==> config.mk <==
export PLATFORM = sky130hd
export DESIGN_NAME = huffman_code_gen
export DESIGN_NICKNAME = d
export VERILOG_FILES = /design/src/rtl/huffman_code_gen.sv
export SDC_FILE = /design/constraint.sdc
export NUM_CORES = 1
export LEC_CHECK = 0
export BUFFER_PORTS_ARGS = -buffer_cell sky130_fd_sc_hd__buf_2
export CAP_MARGIN = 20
export CORE_AREA = 3 3 255 257
export DETAILED_ROUTE_END_ITERATION = 8
export DIE_AREA = 0 0 258 260
export GPL_TIMING_DRIVEN = 0
export PLACE_DENSITY_LB_ADDON = 0.25
export SLEW_MARGIN = 20
export SYNTH_ARGS = -nofsm -noshare
export SYNTH_HDL_FRONTEND = slang
export SYNTH_SLANG_ARGS = --single-unit
==> constraint.sdc <==
create_clock -name clk_i -period 4 [get_ports clk_i]
set_input_delay 0.6 -clock clk_i [delete_from_list [all_inputs] [get_ports clk_i]]
set_output_delay 0.6 -clock clk_i [all_outputs]
set_load 0.03 [all_outputs]
==> src/rtl/huffman_code_gen.sv <==
// huffman_code_gen: latches a 19-node Huffman tree, walks every leaf up to the root and
// builds the 10-entry {len[3:0], code[8:0]} table. Define GENCODE_SWAP_EN for left=1 / right=0.
module huffman_code_gen (
  input  logic              clk_i,
  input  logic              rst_ni,
  input  logic [19:1][27:0] node_i,
  input  logic              tree_over_i,
  output logic [129:0]      code_table_o,
  output logic              over_o
);

  typedef enum logic [2:0] {
    ST_IDLE  = 3'd0,
    ST_LATCH = 3'd1,
    ST_INIT  = 3'd2,
    ST_CLIMB = 3'd3,
    ST_STORE = 3'd4,
    ST_DONE  = 3'd5
  } state_e;

  state_e      state_q, state_d;
  logic [3:0]  sym_q, sym_d;
  logic [4:0]  cur_q, cur_d;
  logic [3:0]  len_q, len_d;
  logic [8:0]  code_q, code_d;
  logic        over_q;
  logic [4:0]  par_q   [32];
  logic [4:0]  left_q  [32];
  logic [4:0]  right_q [32];
  logic [12:0] entry_q [10];

  logic        latch_en_s;
  logic        store_en_s;
  logic [4:0]  p_s;
  logic [4:0]  p_par_s;
  logic [4:0]  p_left_s;
  logic [4:0]  p_right_s;
  logic        bit_s;
  logic        stop_s;
  logic        unused_node_s;

  // Node lookups; ids 0 and 20..31 hit reset-only slots (parent 0, children 31).
  assign p_s       = par_q[cur_q];
  assign p_par_s   = par_q[p_s];
  assign p_left_s  = left_q[p_s];
  assign p_right_s = right_q[p_s];

  // A parent that claims neither child as cur still yields bit 1 in both polarities.
`ifdef GENCODE_SWAP_EN
  assign bit_s = (p_right_s != cur_q);
`else
  assign bit_s = (p_left_s != cur_q);
`endif

  assign stop_s = (p_s == 5'd0) || (p_s > 5'd19) || (len_q >= 4'd9);

  // Frequency and own-id fields are not needed to build codes.
  always_comb begin
    unused_node_s = 1'b0;
    for (int k = 1; k <= 19; k++) begin
      unused_node_s = unused_node_s ^ (^node_i[k][12:0]);
    end
  end

  // Next-state and walk datapath.
  always_comb begin
    state_d    = state_q;
    sym_d      = sym_q;
    cur_d      = cur_q;
    len_d      = len_q;
    code_d     = code_q;
    latch_en_s = 1'b0;
    store_en_s = 1'b0;
    case (state_q)
      ST_IDLE: begin
        if (tree_over_i) begin
          state_d = ST_LATCH;
        end else begin
          state_d = ST_IDLE;
        end
      end
      ST_LATCH: begin
        latch_en_s = 1'b1;
        sym_d      = 4'd1;
        state_d    = ST_INIT;
      end
      ST_INIT: begin
        cur_d   = {1'b0, sym_q};
        len_d   = 4'd0;
        code_d  = 9'd0;
        state_d = ST_CLIMB;
      end
      ST_CLIMB: begin
        if (stop_s) begin
          state_d = ST_STORE;
        end else begin
          code_d = code_q | (9'(bit_s) << len_q);
          len_d  = len_q + 4'd1;
          cur_d  = p_s;
          // Finish in the same cycle the root is reached so each level costs one cycle.
          if ((p_par_s == 5'd0) || (len_q == 4'd8)) begin
            state_d = ST_STORE;
          end else begin
            state_d = ST_CLIMB;
          end
        end
      end
      ST_STORE: begin
        store_en_s = 1'b1;
        if (sym_q == 4'd10) begin
          state_d = ST_DONE;
        end else begin
          sym_d   = sym_q + 4'd1;
          state_d = ST_INIT;
        end
      end
      ST_DONE: begin
        if (!tree_over_i) begin
          state_d = ST_IDLE;
        end else begin
          state_d = ST_DONE;
        end
      end
      default: begin
        state_d = ST_IDLE;
      end
    endcase
  end

  // FSM state, walk registers and the registered completion flag.
  always_ff @(posedge clk_i or negedge rst_ni) begin
    if (!rst_ni) begin
      state_q <= ST_IDLE;
      sym_q   <= 4'd0;
      cur_q   <= 5'd0;
      len_q   <= 4'd0;
      code_q  <= 9'd0;
      over_q  <= 1'b0;
    end else begin
      state_q <= state_d;
      sym_q   <= sym_d;
      cur_q   <= cur_d;
      len_q   <= len_d;
      code_q  <= code_d;
      over_q  <= (state_d == ST_DONE);
    end
  end

  // Tree snapshot taken in LATCH; later input changes are ignored.
  always_ff @(posedge clk_i or negedge rst_ni) begin
    if (!rst_ni) begin
      for (int k = 0; k < 32; k++) begin
        par_q[k]   <= 5'd0;
        left_q[k]  <= 5'd31;
        right_q[k] <= 5'd31;
      end
    end else if (latch_en_s) begin
      for (int k = 1; k <= 19; k++) begin
        par_q[k]   <= node_i[k][27:23];
        left_q[k]  <= node_i[k][22:18];
        right_q[k] <= node_i[k][17:13];
      end
    end
  end

  // Code table entries change only in STORE.
  always_ff @(posedge clk_i or negedge rst_ni) begin
    if (!rst_ni) begin
      for (int e = 0; e < 10; e++) begin
        entry_q[e] <= 13'd0;
      end
    end else if (store_en_s) begin
      entry_q[sym_q - 4'd1] <= {len_q, code_q};
    end
  end

  // Flatten entries onto the output bus.
  always_comb begin
    code_table_o = 130'd0;
    for (int e = 0; e < 10; e++) begin
      code_table_o[13*e +: 13] = entry_q[e];
    end
  end

  assign over_o = over_q;

endmodule

Word level (Yosys, flattened, before mapping)
Cells that the tools add are included.
- logic and storage cells: 118
- register bits after elaboration: 346
- output and inout bits: 131
- bitwise operators: 4
- $lt $le $gt $ge: 6
- reductions and logical operators: 11
- shifts and indexed selects: 1
- equal/unequal tests: 11
- mux-type cells: 28
- add/sub/neg operators: 3
- operator list (kind ; count):
    bitwise mux 130 bit ; 1
    binary-select mux 5 bit (select 5 bit) ; 3
    demux 13 bit (select 4 bit) ; 1
    two-way mux 5 bit ; 7
    case mux 3 bit (6 select lines) ; 1
    case mux 9 bit (2 select lines) ; 1
    case mux 4 bit (2 select lines) ; 2
    two-way mux 13 bit ; 1
    >= comparator 6 bit (second input constant) ; 2
    two-way mux 3 bit ; 4
    inverter 5 -> 6 bit ; 2
    logical NOT 5 bit ; 2
    case mux 5 bit (2 select lines) ; 1
    == test 3 bit (second input constant) ; 3
    two-way mux 9 bit ; 1
    OR 9 bit ; 1
    left shift 1 x 4 -> 9 bit ; 1
    adder 4 x 1 -> 4 bit (second input constant) ; 2
    == test 4 bit (second input constant) ; 2
    two-way mux 4 bit ; 2
    == test 3 x 2 -> 1 bit (second input constant) ; 2
    >= comparator 5 bit (second input constant) ; 1
    > comparator 5 bit (second input constant) ; 1
    less-than comparator 5 x 1 -> 1 bit (second input constant) ; 1
    12 further kinds ; 19

Longest topological paths before layout
Gate-level depths: netlist (run 1).
- depth after elaboration: 14
- mapped depth: 16
- depth with buffers taken out: 11

Worst setup path after synthesis (run 1)
Ideal clock, no wire load.
- kind: flip-flop to flip-flop
- start point: register cur_q[2]
- end point: register code_q[0]
- period minus slack after synthesis: 3360 ps
- slack: 640 ps
- buffers on the path: 1
- cell stages (with the launch flop): 13
- setup time: 137 ps
- data arrival time: 3223 ps
- cell sequence: dfrtp_1 -> buf_6 -> or4b_4 -> o22a_1 -> a22o_2 -> nor2_8 -> mux2_2 -> o211ai_1 -> o211ai_1 -> a21o_1 -> a211o_1 -> nor4_4 -> o21ai_1
- cells in the longest elaborated chain, start to end: 13
- elaborated cells on any way between the ends: 19
- those cells by class: 1 x order compare; 2 x eq/ne; 1 x shift; 8 x mux; 3 x bitwise; 4 x reduce/logical
- RTL lines (item ; line ; source):
    start: declaration ; 23 ; logic [4:0] cur_q, cur_d;
    start signal: assignment ; 142 ; cur_q <= cur_d;
    inverter 5 -> 6 bit (implied by the code) ; 43 ; assign p_s = par_q[cur_q];
    binary-select mux 5 bit (select 5 bit) ; 43 ;
    two-way mux 5 bit (implied by the code) (2 in a row) ; 43 ;
    inverter 5 -> 6 bit ; n/a ;
    binary-select mux 5 bit (select 5 bit) ; 45 ; assign p_left_s = left_q[p_s];
    two-way mux 5 bit (implied by the code) (2 in a row) ; 45 ;
    inequality test 5 bit ; 52 ; assign bit_s = (p_left_s != cur_q);
    left shift 1 x 4 -> 9 bit ; 97 ; code_d = code_q | (9'(bit_s) << len_q);
    OR 9 bit ; 97 ;
    two-way mux 9 bit ; 94 ; if (stop_s) begin
    case mux 9 bit (2 select lines) ; 74 ; case (state_q)
    end signal: assignment ; 144 ; code_q <= code_d;
    end: declaration ; 25 ; logic [8:0] code_q, code_d;
Several ways; a longest one is shown, not always the timed one. The select of a mux whose other input is x is not followed.
A chain may end at the register's enable or synchronous reset.

Worst setup path in the final report (run 1)
- start point: register cur_q[0]
- end point: register code_q[1]
Same word-level chain as after synthesis.

==> summary.txt, run 1 <==
Final layout
  • Area growth from synthesis to layout: 28.2%
  • Multi-input combinational cell area: roughly 6600 um^2
  • Post-layout net count: 2,524
  • Share of layout cells above drive strength 1: 0.344
  • Reg area: around 8800 um^2
  • # diodes: 0
  • Fillers: 6,631

Run
  • # Max-Cap Violations: 0

Yosys
  • Synth area leaders: dfrtp_1, dfstp_2, nand2_1
  • Cell variety after synth: 65
  • Top-count cell post-synth: nand2_1
  • Ys Warns: 130
  • Register area share after synthesis: 0.556
  • Post-synth EDFFs: 0
  • Flops & latches, synth: 346
  • Syn_nets: roughly 2,100
  • Area leader, netlist: dfrtp_1
  • Avg Cell Area, Syn: 9.88 um^2
  • Ys flop type: dfrtp_1
  • Synth Instances: 1,598
  • Post-synth top cells: nand2_1, dfrtp_1, mux2_2, dfstp_2, clkbuf_1
  • FFs w/ async S/R, synth: 1.00
  • Area share of the largest cell type after synthesis: 0.398
  • Synth Cell Area: 15,800 um^2

CTS
  • TritonCTS buffer count: 42
  • H-tree depth: 2
  • CTS tree: done
  • Clock latency at the later pin of the worst-skew pair: 570 ps
  • Clock Path Buffers: 3
  • Clock Tree Root: clkbuf_16
  • Clk sinks: between 300 and 400
  • Hold_buf cts: 0
  • Reg clk slew, reported paths: 60 ps

Drt
  • Wire length per cell: slightly below 20 um
  • DRC: 0
  • Wirelength, routed: 54,900 um
  • Final ANT Viol Nets: 0
  • DRT Pass-1 Iters: 7
  • Via count: 12,800
  • Detailed Route Iter0 Violations: 809
  • Vias per cell: 4.47

Worst setup path
  • Internal reg-to-reg setup slack: 30 ps
  • FF-to-FF path depth: 14
  • CP max-delay cell: a222oi_1
  • R2r endpoint: code_q[1]
  • CP Max Fanout: 10
  • Crit path kind: flop to flop
  • Crit-path cells: buf_6 > mux2_2 > a222oi_1 > a22o_1 > or2_1 > buf_2 > buf_6 > mux2i_1 > o211ai_1 > a221oi_2 > xor2_1 > nor4_4 > buf_12 > o21ai_1
  • FF-to-FF Start: cur_q[0]
  • Top cell by count, worst path: buf_6
  • CP Buf/Inv Count: 4
  • Critical path arrival: 4390 ps
  • Critical path capture point type: flop
  • Crit start category: flop
  • Worst path max stage delay: roughly 520 ps
  • Crit path max-delay family: compound AO/OA/AOI/OAI gates
  • WP data required: 4430 ps

STA
  • Final Hold Viols: 0
  • Relative slew margins: 0.362
  • Final hold slack: 47.0 ps
  • Max Clk Rate: about 0.25 GHz
  • Fin crit share: 0.991
  • Final setup viols: 0
  • Clock Skew: roughly 31 ps
  • Slew Limit Fails: 0
  • RSZ-0062 raised after global routing: yes
  • Final worst path period need: 3970 ps
  • Worst-Margin Slew: 957 ps

Power
  • Pwr Total: 0.0183 W
  • Pwr per Cell Area: 907 nW/um^2
  • Leak: ~10 nW
  • Max VDD drop: 0.347 mV

Outcome
  • Run status: finished clean

GRT
  • Global-route wire length before repair: 81,800 um
  • Vias in the first global route: roughly 13,000
  • Overflow left after global routing: 0
  • Initial antenna violation count: 2
  • Largest net degree at the start of global routing: 80
  • All-Layer GR Usage: 0.160

Floorplan
  • Initial core utilization: 0.251
  • Core Rows: about 90
  • Die area: 67,100 um^2
  • Die height: 260 um
  • Num ports: 666
  • Die X-Extent: 258 um
  • Core Box Area: 63,000 um^2

Place
  • Port Buffers: 323
  • Final HPWL DP: 41,900 um
  • GPL Wtd Cong: 0.846

Worst hold path
  • Worst hold path type: input port to async pin
==> timing repair <==
item | CTS | global route
resized for setup | 18 | 23
pin swaps | 4 | 6
buffers inserted | 4 | 7
cloned | 0 | 0
endpoints found under the setup margin | 19 | 19
==> logic make-up after synthesis <==
family | count (synthesis) | share of synthesized area
compound gates | 120 | 0.0530
flops | 346 | 0.556
simple gates | 804 | 0.208
xor+xnor | 6 | 0.00333
mux | 198 | 0.140
buf+inv | 114 | 0.0313
fa+ha+maj | 10 | 0.00793
==> worst reg2reg max path, stage by stage (launching register included) <==
cell,delay [ps]
dfrtp_1,340
buf_6,180
mux2_2,360
a222oi_1,520
a22o_1,280
or2_1,160
buf_2,210
buf_6,200
mux2i_1,350
o211ai_1,200
a221oi_2,380
xor2_1,180
nor4_4,210
buf_12,170
o21ai_1,80
==> per-stage QoR <==
| stage | TNS [ps] | utilization | setup slack (ps) | area (um^2) | std cells |
|---|---|---|---|---|---|
| after floorplan | 0 | - | 640 | 15800 | 1598 |
| after global placement | -1306860 | 0.293 | -4440 | 18500 | 2767 |
| after detailed placement | -12140 | 0.295 | -921 | 18600 | 2771 |
| after CTS | -0.719 | 0.319 | -0.719 | 20100 | 2850 |
| after global routing | -81.9 | 0.321 | -32.4 | 20200 | 2857 |
| final | 0 | 0.321 | 34.4 | 20200 | 2857 |
==> sequential cells by signal (all words and copies together), names as in the netlist <==
signal,cells
over_o,1
cur_q,5
state_q,3
left_q,95
sym_q,4
code_q,9
code_table_o,130
len_q,4
par_q,95
==> worst max-delay path by stage <==
stage / startpoint / to / cells after the start
2_1_floorplan: cur_q[2] / code_q[0] / 12
3_3_place_gp: rst_ni / code_table_o[119] / 1
3_5_place_dp: cur_q[0] / code_q[1] / 14
4_1_cts: cur_q[0] / code_q[1] / 14
5_1_grt: cur_q[0] / code_q[1] / 14
6_report: cur_q[0] / code_q[1] / 14
==> cells in the final DEF (no fill, tap or decap), types with 11 or more instances in the layout <==
cell type / instances
buf_4: 13
dfrtp_1: 251
or4_1: 15
a21oi_1: 14
o21ai_1: 12
dfstp_2: 95
mux2i_1: 52
o21ai_0: 26
nand3_1: 50
nor2_1: 42
clkbuf_16: 42
o211ai_1: 11
clkbuf_1: 78
nor3_1: 11
buf_2: 325
mux2_2: 140
nand2_1: 649
==> layer usage <==
metal	track usage	part of all wire	routed length, um	vias to the layer above
met5	0	0	0	-
met4	0.0478	0.024	1330	0
met3	0.0295	0.059	3220	73
met2	0.257	0.45	24800	396
met1	0.221	0.46	25500	6226
li1	-	-	-	6067
==> report_power, final <==
part	internal [W]	switching [W]	total, W
combinational	0.00320	0.00543	0.00863
sequential	0.00498	0.000847	0.00582
clock	0.00234	0.00156	0.00390
==> final cells by class <==
class                      instances  area share
multi-input combinational       1138       0.326
clock buffer                      54      0.0561
sequential                       346       0.434
buffer                           102      0.0242
timing repair buffer             338      0.0924
inverter                          11     0.00204
clock inverter                    22      0.0131
tap                              846      0.0523
Note: power is estimated with default switching activity, not from simulation.
==> run 2: changes to the inputs <==
CORE_AREA = 2 2 262 264   (was 3 3 255 257)
DIE_AREA = 0 0 264 266   (was 0 0 258 260)
clock period = 4.9 ns   (was 4 ns; I/O delays follow)
==> summary.txt, run 2 (same netlist as run 1, synthesis figures left out) <==
Drt
  • Via count: 12,900
  • Detailed Route Iter0 Violations: 747
  • Final ANT Viol Nets: 0
  • DRT Pass-1 Iters: 5
  • DRC: 0
  • Vias per cell: 4.45
  • Wirelength, routed: 56,800 um
  • Wire length per cell: 19.7 um

STA
  • Worst-Margin Slew: 983 ps
  • Fin crit share: 0.965
  • Max Clk Rate: 0.212 GHz
  • Clock Skew: 23.8 ps
  • Relative slew margins: 0.345
  • Post-route setup slack: 173 ps
  • Final Hold Viols: 0
  • Setup_tns: 0 ps
  • Final worst path period need: ~4700 ps
  • Final setup viols: 0
  • Slew Limit Fails: 0
  • RSZ-0062 raised after global routing: no
  • Final hold slack: 214 ps

CTS
  • Clock latency at the later pin of the worst-skew pair: 590 ps
  • Clock Tree Root: clkbuf_16
  • Clock Path Buffers: 3
  • H-tree depth: 2
  • Clk sinks: approximately 350
  • Reg clk slew, reported paths: 60 ps
  • TritonCTS buffer count: 44
  • CTS tree: done
  • Hold_buf cts: 0

Worst setup path
  • Worst path max stage delay: 720 ps
  • Crit start category: flop
  • WP data required: 5390 ps
  • Critical path capture point type: flop
  • Crit path kind: flop to flop
  • Internal reg-to-reg setup slack: 170 ps
  • Critical path arrival: 5220 ps
  • CP max-delay cell: clkbuf_1
  • Crit path max-delay family: compound AO/OA/AOI/OAI gates
  • CP Buf/Inv Count: 4
  • CP Max Fanout: 10
  • Crit-path cells: buf_4 > mux2_2 > a222oi_1 > a22o_1 > or2_1 > buf_2 > buf_6 > clkbuf_1 > o311ai_0 > nand4_1 > o211ai_1 > a211oi_1 > o21ai_0 > nand3_1

Final layout
  • # diodes: 0
  • Number of flip-flops in the largest register: 130
  • Post-layout net count: 2,516
  • Commonest non-fill, non-tap cells in the layout: nand2_1, buf_2, dfrtp_1
  • Final Cell Area: 20,100 um^2
  • Area growth from synthesis to layout: 27.5%
  • Fin util: 0.297
  • Share of layout cells above drive strength 1: 0.334
  • Most common cell after layout, fill and taps aside: nand2_1

Outcome
  • Run status: finished clean

Power
  • Net Sw Frac: 0.431
  • Max VDD drop: 0.277 mV
  • Comb pwr share: 0.450
  • Clock power frac: 0.227
  • Sw Pwr: about 0.0064 W
  • Leak: 10.2 nW
  • Pint: 0.00837 W
  • Seq pwr share: 0.323
  • Pwr per Cell Area: roughly 730 nW/um^2

Place
  • Placement Setup Slack: -67.4 ps
  • GPL Wtd Cong: 0.839
  • Final HPWL DP: 43,100 um
  • Cell Area, Placed: between 15,000 and 20,000 um^2
  • Port Buffers: 323

GRT
  • Global-route wire length before repair: 85,400 um
  • Overflow left after global routing: 0
  • Initial antenna violation count: 1
  • All-Layer GR Usage: 0.162
  • Vias in the first global route: 13,500
  • Largest net degree at the start of global routing: 98

Floorplan
  • Die X-Extent: around 260 um
  • Die area: 70,200 um^2
  • Num ports: approximately 670
  • Core Box Area: a little under 70,000 um^2
  • Core Rows: 96
  • Initial core utilization: 0.233
  • Die height: 266 um

Worst hold path
  • Worst hold path type: input port to async pin

Run
  • # Max-Cap Violations: 0
run 2: changes by cell type in the layout (fill, tap and decap cells not counted), sizes merged:
cell      delta
buf         -10
bufinv       -1
clkbuf       +5
clkinv       -3
clkinvlp     +2
inv          +1
run 2: metal layers:
metal | vias to the layer above | part of all wire | track usage
li1 | 6072 | - | -
met1 | 6339 | 0.47 | 0.221
met4 | 2 | 0.031 | 0.0577
met5 | - | 0.00019 | 0
met2 | 359 | 0.45 | 0.258
met3 | 87 | 0.048 | 0.0274
run 2: path summary, 6_finish.rpt:
check,startpoint,to,depth (start not counted)
max,cur_q[0],state_q[1],14
min,rst_ni,code_table_o[61],1
max reg2reg,cur_q[0],state_q[1],14
min reg2reg,left_q[78],left_q[78],2
max in group asynchronous,rst_ni,code_table_o[123],3
min in group clk_i,node_i[276],par_q[106],3
run 2: through the flow:
| step | power, W | instances |
|---|---|---|
| 2_1_floorplan | 0.00892 | 1598 |
| 3_3_place_gp | 0.0113 | 2803 |
| 3_5_place_dp | 0.0114 | 2806 |
| 4_1_cts | 0.0149 | 2887 |
| 5_1_grt | 0.0158 | 2887 |
| 6_report | 0.0147 | 2887 |
run 2: worst register-to-register path: cells and delay by family (launching register included):
kind / cells / cell delay, ps
AND/OR/NAND/NOR: 3 / 430
multiplexers: 1 / 390
flip-flops: 1 / 320
AO/OA/AOI/OAI: 6 / 2120
buffers and inverters: 4 / 1370
run 2: what timing repair did:
action | 4_1_cts | 5_1_grt
endpoints found under the setup margin | 9 | 0
gates resized for setup | 0 | 0
setup buffers | 1 | 0
run 2: final cells by class:
| type | instances | area [um^2] |
|---|---|---|
| Buffer | 103 | 454 |
| Clock buffer | 59 | 1260 |
| Clock inverter | 21 | 236 |
| Fill cell | 7205 | 47600 |
| Inverter | 11 | 41.3 |
| Multi-Input combinational cell | 1138 | 6520 |
| Sequential cell | 346 | 8780 |
| Tap cell | 882 | 1100 |
| Timing Repair Buffer | 327 | 1730 |
run 2: power groups by stage:
| stage | clock, W | sequential, W | combinational (W) |
|---|---|---|---|
| floorplan | 0 | 0.00463 | 0.00429 |
| detailed placement | 0 | 0.00479 | 0.00660 |
| finish | 0.00334 | 0.00475 | 0.00663 |
| global route | 0.00355 | 0.00487 | 0.00735 |
| global placement | 0 | 0.00477 | 0.00650 |
| CTS | 0.00345 | 0.00475 | 0.00671 |
==> run 3: changes to the inputs <==
clock period = 6.1 ns   (was 4.9 ns; I/O delays follow)
==> summary.txt, run 3 (same netlist as run 1, synthesis figures left out) <==
GRT
  • Global-route wire length before repair: 85,400 um
  • Overflow left after global routing: 0
  • Largest net degree at the start of global routing: between 90 and 100
  • Vias in the first global route: ~14,000
  • All-Layer GR Usage: 0.161
  • Initial antenna violation count: 1

Final layout
  • Post-layout net count: 2,515
  • Most common cell after layout, fill and taps aside: nand2_1
  • Commonest non-fill, non-tap cells in the layout: nand2_1, buf_2, dfrtp_1
  • Final Non-Filler Cells: 2,886
  • Share of layout cells above drive strength 1: 0.333
  • Number of flip-flops in the largest register: 130
  • Final Cell Area: 20,100 um^2
  • Area growth from synthesis to layout: 27.4%
  • # diodes: 0

Floorplan
  • Core Box Area: 67,700 um^2
  • Die height: 266 um
  • Num ports: between 600 and 700
  • Die area: roughly 70,000 um^2
  • Die X-Extent: 264 um
  • Initial core utilization: 0.233
  • Core Rows: 96

CTS
  • Post-CTS Setup Bufs: 0
  • Clock Path Buffers: 3
  • Reg clk slew, reported paths: approximately 60 ps
  • H-tree depth: 2
  • Clock latency at the later pin of the worst-skew pair: 590 ps
  • Clock Tree Root: clkbuf_16
  • CTS tree: done
  • TritonCTS buffer count: 44
  • Clk sinks: 346
  • # resized after CTS: 0
  • Hold_buf cts: 0

Worst setup path
  • Crit-path cells: buf_4 > buf_6 > mux2_2 > a222oi_1 > a22oi_1 > nand2_1 > clkbuf_1 > nand2_1 > nand3_1 > nand3_1 > a21oi_1 > xor2_1 > nor4_4 > o21ai_1
  • WP data required: 6520 ps
  • Critical path arrival: 5370 ps
  • Internal reg-to-reg setup slack: 1150 ps
  • CP Max Fanout: 10
  • Critical path capture point type: flop
  • CP max-delay cell: nor4_4
  • Crit start category: flop
  • Crit path max-delay family: simple AND/OR/NAND/NOR gates
  • Crit path kind: flop to flop
  • Worst path max stage delay: ~700 ps
  • CP Buf/Inv Count: 3

Power
  • Leak: 10.2 nW
  • Max VDD drop: 0.221 mV
  • Pwr per Cell Area: 585 nW/um^2

Place
  • GPL Wtd Cong: approximately 0.84
  • Final HPWL DP: 43,100 um
  • Port Buffers: 323
  • Placed instance count: 2,806
  • Cell Area, Placed: 18,600 um^2

STA
  • Worst-Margin Slew: about 1000 ps
  • Clock Skew: 22.3 ps
  • Fin crit share: 0.812
  • RSZ-0062 raised after global routing: no
  • Slew Limit Fails: 0
  • Final worst path period need: 4950 ps
  • Relative slew margins: 0.343
  • Max Clk Rate: 0.202 GHz
  • Final Hold Viols: 0
  • Final setup viols: 0

Drt
  • DRT Pass-1 Iters: 7
  • DRC: 0
  • Vias per cell: 4.46
  • Final ANT Viol Nets: 0
  • Wirelength, routed: between 50,000 and 60,000 um
  • Wire length per cell: 19.6 um
  • Via count: 12,900
  • Detailed Route Iter0 Violations: 688

Run
  • # Max-Cap Violations: 0

Worst hold path
  • Worst hold path type: input port to async pin

Outcome
  • Run status: finished clean
[run 3: changes by cell type in the layout (fill, tap and decap cells not counted)]
| cell | delta |
|---|---|
| buf_12 | -1 |
[run 3: metrics by stage]
| stage | power, W | setup WS [ps] | hold slack (ps) | util | TNS (ps) |
|---|---|---|---|---|---|
| 6_report | 0.0118 | 1150 | 397 | 0.297 | 0 |
| 5_1_grt | 0.0126 | 859 | 417 | 0.297 | 0 |
| 4_1_cts | 0.0119 | 1110 | 373 | 0.297 | 0 |
| 3_5_place_dp | 0.00915 | 1130 | 448 | 0.275 | 0 |
| 3_3_place_gp | 0.00905 | -2660 | 448 | 0.273 | -679520 |
| 2_1_floorplan | 0.00717 | 2740 | 436 | - | 0 |
[run 3: power by group]
group          leakage [nW]  total (W)  internal (W)  switching [W]
registers              4.32    0.00382       0.00326       0.000554
clock network         0.728    0.00268       0.00162        0.00106
logic                  5.16    0.00526       0.00179        0.00347
[run 3: worst reg2reg max path, stage by stage, from the launching register on]
cell	delay, ps
dfrtp_1	320
buf_4	230
buf_6	220
mux2_2	350
a222oi_1	600
a22oi_1	320
nand2_1	420
clkbuf_1	630
nand2_1	110
nand3_1	110
nand3_1	150
a21oi_1	300
xor2_1	150
nor4_4	700
o21ai_1	170
[run 3: cell type report]
type / count / area [um^2]
Buffer: 103 / 454
Clock inverter: 21 / 236
Clock buffer: 59 / 1260
Sequential cell: 346 / 8780
Fill cell: 7207 / 47600
Multi-Input combinational cell: 1138 / 6520
Inverter: 11 / 41.3
Tap cell: 882 / 1100
Timing Repair Buffer: 326 / 1710
[run 3: final timing paths]
| check | start | end | cells after the start |
|---|---|---|---|
| max | cur_q[0] | code_q[2] | 14 |
| min | rst_ni | code_table_o[61] | 1 |
| max reg2reg | cur_q[0] | code_q[2] | 14 |
| min reg2reg | left_q[117] | left_q[117] | 2 |
| max in group asynchronous | rst_ni | code_table_o[21] | 3 |
| min in group clk_i | left_q[117] | left_q[117] | 2 |
[run 3: per-layer routing]
| metal | vias to the layer above | track usage | wire, um |
|---|---|---|---|
| li1 | 6078 | - | - |
| met1 | 6322 | 0.220 | 26700 |
| met2 | 370 | 0.258 | 25500 |
| met3 | 91 | 0.0274 | 2690 |
| met4 | 2 | 0.0577 | 1810 |
| met5 | - | 0 | 11 |
